<file path="config.mk">
export PLATFORM = sky130hd
export DESIGN_NAME = noise_channel
export DESIGN_NICKNAME = d
export VERILOG_FILES = /design/src/rtl/apu_pkg.sv /design/src/rtl/envelope_gen.sv /design/src/rtl/noise_channel.sv
export SDC_FILE = /design/constraint.sdc
export NUM_CORES = 1
export LEC_CHECK = 0
export ABC_AREA = 1
export BUFFER_PORTS_ARGS = -buffer_cell sky130_fd_sc_hd__buf_2
export CORE_MARGIN = 2
export CORE_UTILIZATION = 42
export DETAILED_ROUTE_END_ITERATION = 10
export RECOVER_POWER = 50
export SLEW_MARGIN = 25
export SYNTH_ARGS = -nofsm -noshare
export SYNTH_HDL_FRONTEND = slang
export SYNTH_SLANG_ARGS = --single-unit
export TNS_END_PERCENT = 50
</file>
<file path="constraint.sdc">
create_clock -name clk -period 2 [get_ports clk]
set_input_delay 0 -clock clk [delete_from_list [all_inputs] [get_ports clk]]
set_output_delay 0 -clock clk [all_outputs]
set_load 0.05 [all_outputs]
</file>
<file path="src/rtl/apu_pkg.sv">
// Shared APU definitions: register field layouts, noise mode encoding and the
// period/length lookup tables used by the pulse, triangle and noise voices.
package apu_pkg;

    localparam int OUT_WIDTH_DEFAULT = 4;
    localparam int VOL_WIDTH         = 4;
    localparam int LEN_WIDTH         = 8;

    typedef enum logic {
        MODE_LONG  = 1'b0,
        MODE_SHORT = 1'b1
    } noise_mode_e;

    // $400C image: halt/loop, constant-volume flag, volume or decay period
    typedef struct packed {
        logic [1:0]           unused_hi;
        logic                 halt;
        logic                 const_vol;
        logic [VOL_WIDTH-1:0] volume;
    } ctrl_reg_t;

    function automatic int period_entry(input logic [3:0] sel);
        case (sel)
            4'd0:    return 4;
            4'd1:    return 8;
            4'd2:    return 16;
            4'd3:    return 32;
            4'd4:    return 64;
            4'd5:    return 96;
            4'd6:    return 128;
            4'd7:    return 160;
            4'd8:    return 202;
            4'd9:    return 254;
            4'd10:   return 380;
            4'd11:   return 508;
            4'd12:   return 762;
            4'd13:   return 1016;
            4'd14:   return 2034;
            default: return 4068;
        endcase
    endfunction

    function automatic logic [LEN_WIDTH-1:0] length_entry(input logic [4:0] sel);
        case (sel)
            5'd0:    return 8'd10;
            5'd1:    return 8'd254;
            5'd2:    return 8'd20;
            5'd3:    return 8'd2;
            5'd4:    return 8'd40;
            5'd5:    return 8'd4;
            5'd6:    return 8'd80;
            5'd7:    return 8'd6;
            5'd8:    return 8'd160;
            5'd9:    return 8'd8;
            5'd10:   return 8'd60;
            5'd11:   return 8'd10;
            5'd12:   return 8'd14;
            5'd13:   return 8'd12;
            5'd14:   return 8'd26;
            5'd15:   return 8'd14;
            5'd16:   return 8'd12;
            5'd17:   return 8'd16;
            5'd18:   return 8'd24;
            5'd19:   return 8'd18;
            5'd20:   return 8'd48;
            5'd21:   return 8'd20;
            5'd22:   return 8'd96;
            5'd23:   return 8'd22;
            5'd24:   return 8'd192;
            5'd25:   return 8'd24;
            5'd26:   return 8'd72;
            5'd27:   return 8'd26;
            5'd28:   return 8'd16;
            5'd29:   return 8'd28;
            5'd30:   return 8'd32;
            default: return 8'd30;
        endcase
    endfunction

endpackage

</file>
<file path="src/rtl/envelope_gen.sv">
// Quarter-frame envelope unit shared by the pulse and noise voices: a restartable
// divider clocking a 15..0 decay level, optionally looping, or a constant volume.
module envelope_gen
    import apu_pkg::*;
(
    input  logic                 clk,
    input  logic                 reset,
    input  logic                 quarter,
    input  logic                 start,
    input  logic                 loop,
    input  logic                 const_vol,
    input  logic [VOL_WIDTH-1:0] period,
    output logic [VOL_WIDTH-1:0] volume
);

    logic                 env_start;
    logic [VOL_WIDTH-1:0] divider;
    logic [VOL_WIDTH-1:0] decay;

    // NOTE: sequential state uses non-blocking assignments so every register
    // samples pre-edge values regardless of statement order in the block.
    always_ff @(posedge clk) begin
        if (reset) begin
            env_start <= 1'b0;
            divider   <= '0;
            decay     <= '0;
        end else begin
            if (quarter) begin
                if (env_start) begin
                    env_start <= 1'b0;
                    decay     <= '1;
                    divider   <= period;
                end else if (divider == '0) begin
                    divider <= period;
                    if (decay != '0)
                        decay <= decay - VOL_WIDTH'(1);
                    else if (loop)
                        decay <= '1;
                end else begin
                    divider <= divider - VOL_WIDTH'(1);
                end
            end
            // NOTE: last non-blocking assignment wins, so a write landing on the
            // same strobe re-arms env_start for the following quarter frame.
            if (start)
                env_start <= 1'b1;
        end
    end

    assign volume = const_vol ? period : decay;

endmodule

</file>
<file path="src/rtl/noise_channel.sv">
// NES-style noise voice: period timer, LFSR, length counter and (when
// NOISE_ENVELOPE_EN is defined) the envelope unit, feeding one mixer input.
module noise_channel
    import apu_pkg::*;
#(
    parameter int LFSR_WIDTH  = 15,
    parameter int TAP_SHORT   = 6,
    parameter int TIMER_WIDTH = 12,
    parameter int OUT_WIDTH   = OUT_WIDTH_DEFAULT
) (
    input  logic                 clk,
    input  logic                 reset,
    input  logic                 enable_240hz,
    input  logic                 enable_120hz,
    input  logic                 channel_enable,
    input  logic [7:0]           reg_400C,
    input  logic [7:0]           reg_400E,
    input  logic [7:0]           reg_400F,
    input  logic                 reg_event,
    output logic [OUT_WIDTH-1:0] noise_out,
    output logic                 length_active
);

    localparam longint TIMER_MAX = (64'd1 << TIMER_WIDTH) - 64'd1;

    ctrl_reg_t             ctrl;
    noise_mode_e           mode;
    logic [3:0]            period_sel;
    logic [4:0]            length_sel;

    logic [TIMER_WIDTH-1:0] timer;
    logic [TIMER_WIDTH-1:0] timer_reload;
    logic                   timer_tick;
    logic [LFSR_WIDTH-1:0]  lfsr;
    logic                   fb;
    logic [LEN_WIDTH-1:0]   length_cnt;
    logic [VOL_WIDTH-1:0]   env_volume;
    int                     period_raw;

    assign ctrl       = ctrl_reg_t'(reg_400C);
    assign mode       = noise_mode_e'(reg_400E[7]);
    assign period_sel = reg_400E[3:0];
    assign length_sel = reg_400F[7:3];

    logic unused_reg_bits;
    assign unused_reg_bits = ^{ctrl.unused_hi, reg_400E[6:4], reg_400F[2:0]};

    // Table entries wider than the timer saturate rather than wrap.
    // NOTE: every always_comb output gets a value on every path, so no latch.
    always_comb begin
        period_raw   = period_entry(period_sel);
        timer_reload = (longint'(period_raw) > TIMER_MAX) ? '1 : TIMER_WIDTH'(period_raw);
        fb           = lfsr[0] ^ ((mode == MODE_SHORT) ? lfsr[TAP_SHORT] : lfsr[1]);
    end

    // Tick lands one clock after the reload, giving a period of preset+1.
    always_ff @(posedge clk) begin
        if (reset) begin
            timer      <= '0;
            timer_tick <= 1'b0;
        end else begin
            timer_tick <= (timer == '0);
            if (timer == '0)
                timer <= timer_reload;
            else
                timer <= timer - TIMER_WIDTH'(1);
        end
    end

    always_ff @(posedge clk) begin
        if (reset)
            lfsr <= LFSR_WIDTH'(1);
        else if (timer_tick)
            lfsr <= (lfsr == '0) ? LFSR_WIDTH'(1) : {fb, lfsr[LFSR_WIDTH-1:1]};
    end

    always_ff @(posedge clk) begin
        if (reset)
            length_cnt <= '0;
        else if (!channel_enable)
            length_cnt <= '0;
        else if (reg_event)
            length_cnt <= length_entry(length_sel);
        else if (enable_120hz && (length_cnt != '0) && !ctrl.halt)
            length_cnt <= length_cnt - LEN_WIDTH'(1);
    end

`ifdef NOISE_ENVELOPE_EN
    envelope_gen u_envelope (
        .clk       (clk),
        .reset     (reset),
        .quarter   (enable_240hz),
        .start     (reg_event),
        .loop      (ctrl.halt),
        .const_vol (ctrl.const_vol),
        .period    (ctrl.volume),
        .volume    (env_volume)
    );
`else
    // Without the envelope the raw volume field drives the output directly.
    assign env_volume = ctrl.volume;

    logic unused_env_inputs;
    assign unused_env_inputs = ^{enable_240hz, ctrl.const_vol};
`endif

    always_ff @(posedge clk) begin
        if (reset) begin
            noise_out     <= '0;
            length_active <= 1'b0;
        end else begin
            noise_out     <= ((length_cnt == '0) || lfsr[0]) ? '0 : OUT_WIDTH'(env_volume);
            length_active <= (length_cnt != '0);
        end
    end

endmodule

</file>
# --- Yosys cells after proc, flatten, opt, wreduce, memory -nomap -nowiden ---
# Memory sizes are Yosys's and may differ from the RTL's.
# Index checks and enable logic that the tools add are counted.
op_classes:
  add_sub_neg: 2
  n_mux: 6
  bitwise: 2
  reduce_logical: 11
  n_lt_le_gt_ge: 1
op_table:
  columns: ["op", "count"]
  rows:
  - ["> comparator 32 x 13 -> 1 bit, second input constant", 1]
  - ["two-way mux 12 bit", 2]
  - ["two-way mux 8 bit", 2]
  - ["logical NOT 15 bit", 1]
  - ["two-way mux 15 bit", 1]
  - ["logical NOT 12 bit", 1]
  - ["subtractor 12 x 1 -> 12 bit, second input constant", 1]
  - ["logical NOT 8 bit", 1]
  - ["nonzero test 8 bit", 1]
  - ["subtractor 8 x 1 -> 8 bit, second input constant", 1]
  - ["OR reduction 2 bit", 2]
  - ["logical AND 1 bit", 2]
  - ["nonzero test 2 bit", 1]
  - ["logical NOT 1 bit", 1]
  - ["logical OR 1 bit", 1]
  - ["two-way mux 1 bit", 1]
  - ["NOT 1 bit", 1]
  - ["XOR 1 bit", 1]
totals:
  mem_count: 2
  inputBits: 30
  output_inout_bits: 5
  regBits: 41
  rom_bits: 400
  word_cells: 30
mem_list:
  columns: ["memory", "depth", "word_bits", "rd", "rd_ports_with_merged_regs", "wr", "line_no", "rtl"]
  rows:
  - ["(name not given)", 32, 7, 1, 0, 0, "apu_pkg.sv:44", "case (sel)"]
  - ["(name not given)", 16, 11, 1, 0, 0, "apu_pkg.sv:23", "case (sel)"]

# --- Logic depth before layout (Yosys ltp) ---
logic_depth:
  word_depth: 5
  ltp_mapped: 10
  mapped_depth_nobuf: 10

# --- Worst setup path after synthesis ---
# OpenSTA, ideal clock, no wires.
synth_timing:
  path_type: "register to register"
  from: "reg timer[0]"
  to: "reg timer[11]"
  setup_ns: 0.113
  path_stages_with_launch: 10
  path_buffers: 0
  setup_slack_ns: 0.680
  t_arrival_ns: 1.207
  synth_period_minus_slack_ns: 1.320
  path_cell_list: "dfxtp_1 inv_1 ha_1 nand2_1 nor2_1 nand3_2 nand2_1 inv_2 nand3_1 nand2_1"
synth_via:
  elab_chain_len: 2
synth_rtl:
  columns: ["element", "line_no", "rtl"]
  rows:
  - ["start, declared", "noise_channel.sv:31", "logic [TIMER_WIDTH-1:0] timer;"]
  - ["start signal, assigned", "noise_channel.sv:64", "timer <= timer_reload;"]
  - ["start signal, assigned", "noise_channel.sv:66", "timer <= timer - TIMER_WIDTH'(1);"]
  - ["subtractor 12 x 1 -> 12 bit or logical NOT 12 bit (tied branches)", "noise_channel.sv:66, noise_channel.sv:63", null]
  - ["two-way mux 12 bit (*)", "noise_channel.sv:63", "if (timer == '0)"]
# Every way passes the cells marked *; elsewhere a longest branch is shown, timed or not.
# A chain may end at the register's enable or synchronous reset.

# --- Final worst setup path ---
# Ends and elaborated chain as after synthesis.

==> out/qor.txt <==
Top delay family on crit path: simple AND/OR/NAND/NOR gates
total die area: 6600 sq um
hold crit path type: in -> reg
dominant cell type by area after synthesis: dfxtp_1
final count of hold timing violations: 0
Critical Path Source Type: register
grt total ovfl: 0
Ant. Diodes: 0
Final Wtd Congestion: 0.853
simple-gate share of the synthesized area: 35.6%
Syn-to-layout area delta: 12.8%
clock latency on the worst-skew pair: 290 ps
post-route setup TNS: 0 ps
largest net degree at the start of global routing: 18
antenna violations before repair: 0
IO Count: 35
first-pass iteration count of the detailed router: 4
Die X: 81.3 um
Design Power: 3070 uW
mux share of post-synthesis cell area: 0%
Synth Register Bits: 41
CP max-delay cell: dfxtp_1
Static Leakage: 0.00135 uW
RSZ-0062 raised after global routing: no
Initial Utilization: 42.9%
CTS root buf: clkbuf_8
type of the worst setup path: reg -> reg
clock slew at reported path FFs: 80 ps
Seq/Total Area, Yosys: 32.7%
status: complete, no violations
Setup Viol. Count Final: 0
DP Wirelength: 3.96 mm
max cap viols: 0
routed wire length per instance: 10.5 um
Yosys warning count: 0
reg2reg end: timer[11]$_SDFF_PP0_
largest family of logic cells by synthesized area: simple AND/OR/NAND/NOR gates
Max FO, Critical Path: 9
Yosys top cell area share: 32.7%
FP Rows: 28
Buf/Inv on CP: 2
fin area: 2830 sq um
PwrDens: 1080 nW/um^2
Final min period: 1540 ps
vias per cell: 4.84
number of CTS-inserted buffers: 5
clk buf depth: 2
placed cell areas: 2680 sq um
TritonCTS clock tree: built
# nets final: 469
Slew @ Worst Pin: 604 ps
peak supply drop: 0.475 mV
crit path cell chain: inv_1, ha_1, nand2_1, nor2_1, nand3_2, nand2_1, inv_2, nand3_1, nand2_1
routed wire length: 5.33 mm
adder-cell share of the synthesized area: 4.99%
clock sink total: 41
clock skew: 9.20 ps
Tcrit/Tclk final: 77.1%
PortBufs: 24
Compound-Gate Fraction of Synth Area: 14.5%
worst setup path end: timer[11]$_SDFF_PP0_
Filler Cell Count: 615
Slew Viols, Final: 0
First DRT Iteration DRCs: 97
Syn Inst Count: 403
Netlist cell types: 31
Synth area leaders: dfxtp_1, nand2_1, nor2_1
synthesized area per cell: 6.22 sq um
Stages on worst setup path: 9
R2R Path Start: timer[0]$_SDFF_PP0_
reg2reg path depth: 9
All-Layer GR Usage: 17.3%
DIE HEIGHT: 81.3 um
via count: 2442
Max-slew headroom: 59.9%
Synthesized Nets: 443
crit path DAT: 1730 ps
Routed Antenna Nets: 0
CP required: 2190 ps
most frequent CP cell: nand2_1
setup slack, reg-to-reg: 460 ps
post-synthesis xor/xnor area fraction: 1.40%
Max Freq: 648 MHz
vias in the first global route: 2126
Synth Cell Area: 2510 sq um
Max H-tree Level: 2
global-route wire length before repair: 9.03 mm
Critical path origin: timer[0]$_SDFF_PP0_
share of layout cells above drive strength 1: 11.9%
Finished Core Util: 48.4%
DRC Markers: 0
Crit. End Element: register
crit-path max cell delay: 330 ps
Core ar.: 5850 sq um
-- how the worst min path moves through the flow --
stage | from | to | depth (start not counted)
global route | reset | lfsr[14]$_SDFFE_PP0P_ | 2
global placement | reg_400C[2] | noise_out[2]$_SDFF_PP0_ | 3
detailed placement | reg_400C[0] | noise_out[0]$_SDFF_PP0_ | 3
finish | reset | timer[6]$_SDFF_PP0_ | 2
CTS | reset | timer[6]$_SDFF_PP0_ | 2
floorplan | reg_400C[0] | noise_out[0]$_SDFF_PP0_ | 2
-- metal layers --
metal / share of wire, % / track usage [%] / up-vias
met5: 0 / 0 / -
met4: 0.92 / 4.92 / 0
met1: 47 / 20.8 / 1087
met2: 49 / 30.8 / 23
met3: 2.5 / 3.44 / 6
li1: - / - / 1326
-- registers in the layout, summed over array words and instances, names as in the netlist --
signal and flops:
timer 12, lfsr 15, timer_tick 1, length_cnt 8, noise_out 4, length_active 1
-- cell usage after synthesis --
| library cell | instances |
|---|---|
| nand3b_1 | 1 |
| xnor2_1 | 3 |
| xor2_1 | 1 |
| clkbuf_1 | 4 |
| ha_1 | 10 |
| nand3_1 | 34 |
| o21ai_0 | 14 |
| nor2_4 | 1 |
| a22oi_1 | 1 |
| a21o_1 | 1 |
| nand2_2 | 1 |
| nand2_4 | 2 |
| a21oi_1 | 26 |
| nor2_2 | 1 |
| clkinv_1 | 2 |
| o21ai_1 | 22 |
| inv_2 | 17 |
| o21ai_4 | 1 |
| buf_2 | 4 |
| dfxtp_1 | 41 |
| buf_6 | 1 |
| nor3b_1 | 1 |
| inv_1 | 40 |
| nand2_1 | 94 |
| nand3_2 | 1 |
| o22ai_1 | 1 |
| nor2_1 | 67 |
| nand4_1 | 5 |
| o211ai_1 | 2 |
| buf_1 | 1 |
| nor3_1 | 3 |
-- stage by stage --
step | hold WS [ps] | instances | setup slack (ps)
after floorplan | 112 | 403 | 680
after global placement | 215 | 493 | 486
after detailed placement | 220 | 493 | 484
after CTS | 52.4 | 505 | 471
after global routing | 65.3 | 505 | 269
final | 50.7 | 505 | 458
-- kinds of logic (layout without fill, tap and decap cells) --
logic type / after synthesis / after routing
adder cells (fa/ha/maj): 10 / 10
buffers and inverters: 69 / 96
AO/OA/AOI/OAI: 68 / 68
XOR/XNOR: 4 / 4
flip-flops: 41 / 41
AND/OR/NAND/NOR: 211 / 211
-- power breakdown --
part / switching [uW] / leakage (uW) / internal [uW] / total [uW]
combinational: 763 / 0.000959 / 445 / 1210
sequential: 149 / 0.000335 / 1010 / 1160
clock: 291 / 0.0000574 / 406 / 697
-- cell type report --
cell class / instances / area [sq um] / share of cell area (%)
clock buffers: 6 / 82.6 / 2.92
clock inverters: 2 / 37.5 / 1.33
inverters: 59 / 221 / 7.83
multi-input cells: 293 / 1420 / 50.0
flip-flops and latches: 41 / 821 / 29.0
well taps: 75 / 93.8 / 3.32
repair buffers: 29 / 158 / 5.57
-- worst reg2reg max path: stages, from the launching register on --
cell and delay, ps:
dfxtp_1 330, inv_1 130, ha_1 190, nand2_1 60, nor2_1 120, nand3_2 210
nand2_1 210, inv_2 80, nand3_1 80, nand2_1 50
-- placed cells by master, fill, tap and decap left out, types with 2 or more instances in the layout --
cell type,n
dlygate4sd3_1,4
nand4_1,5
nand3_1,34
dfxtp_1,41
clkinv_1,2
nand2_4,2
clkbuf_1,6
clkbuf_8,6
o21ai_1,16
nand2_1,94
nor3_1,3
inv_1,40
xnor2_1,3
buf_2,19
a21oi_1,26
nor2_1,67
o21ai_0,20
inv_2,17
o211ai_1,2
ha_1,10
-- what timing repair did --
item                      CTS  global route
setup buffers               0             0
gates resized for setup     0             0
hold buffers                4             0
hold endpoints to repair    4             0
(Power assumes the default switching activity.)
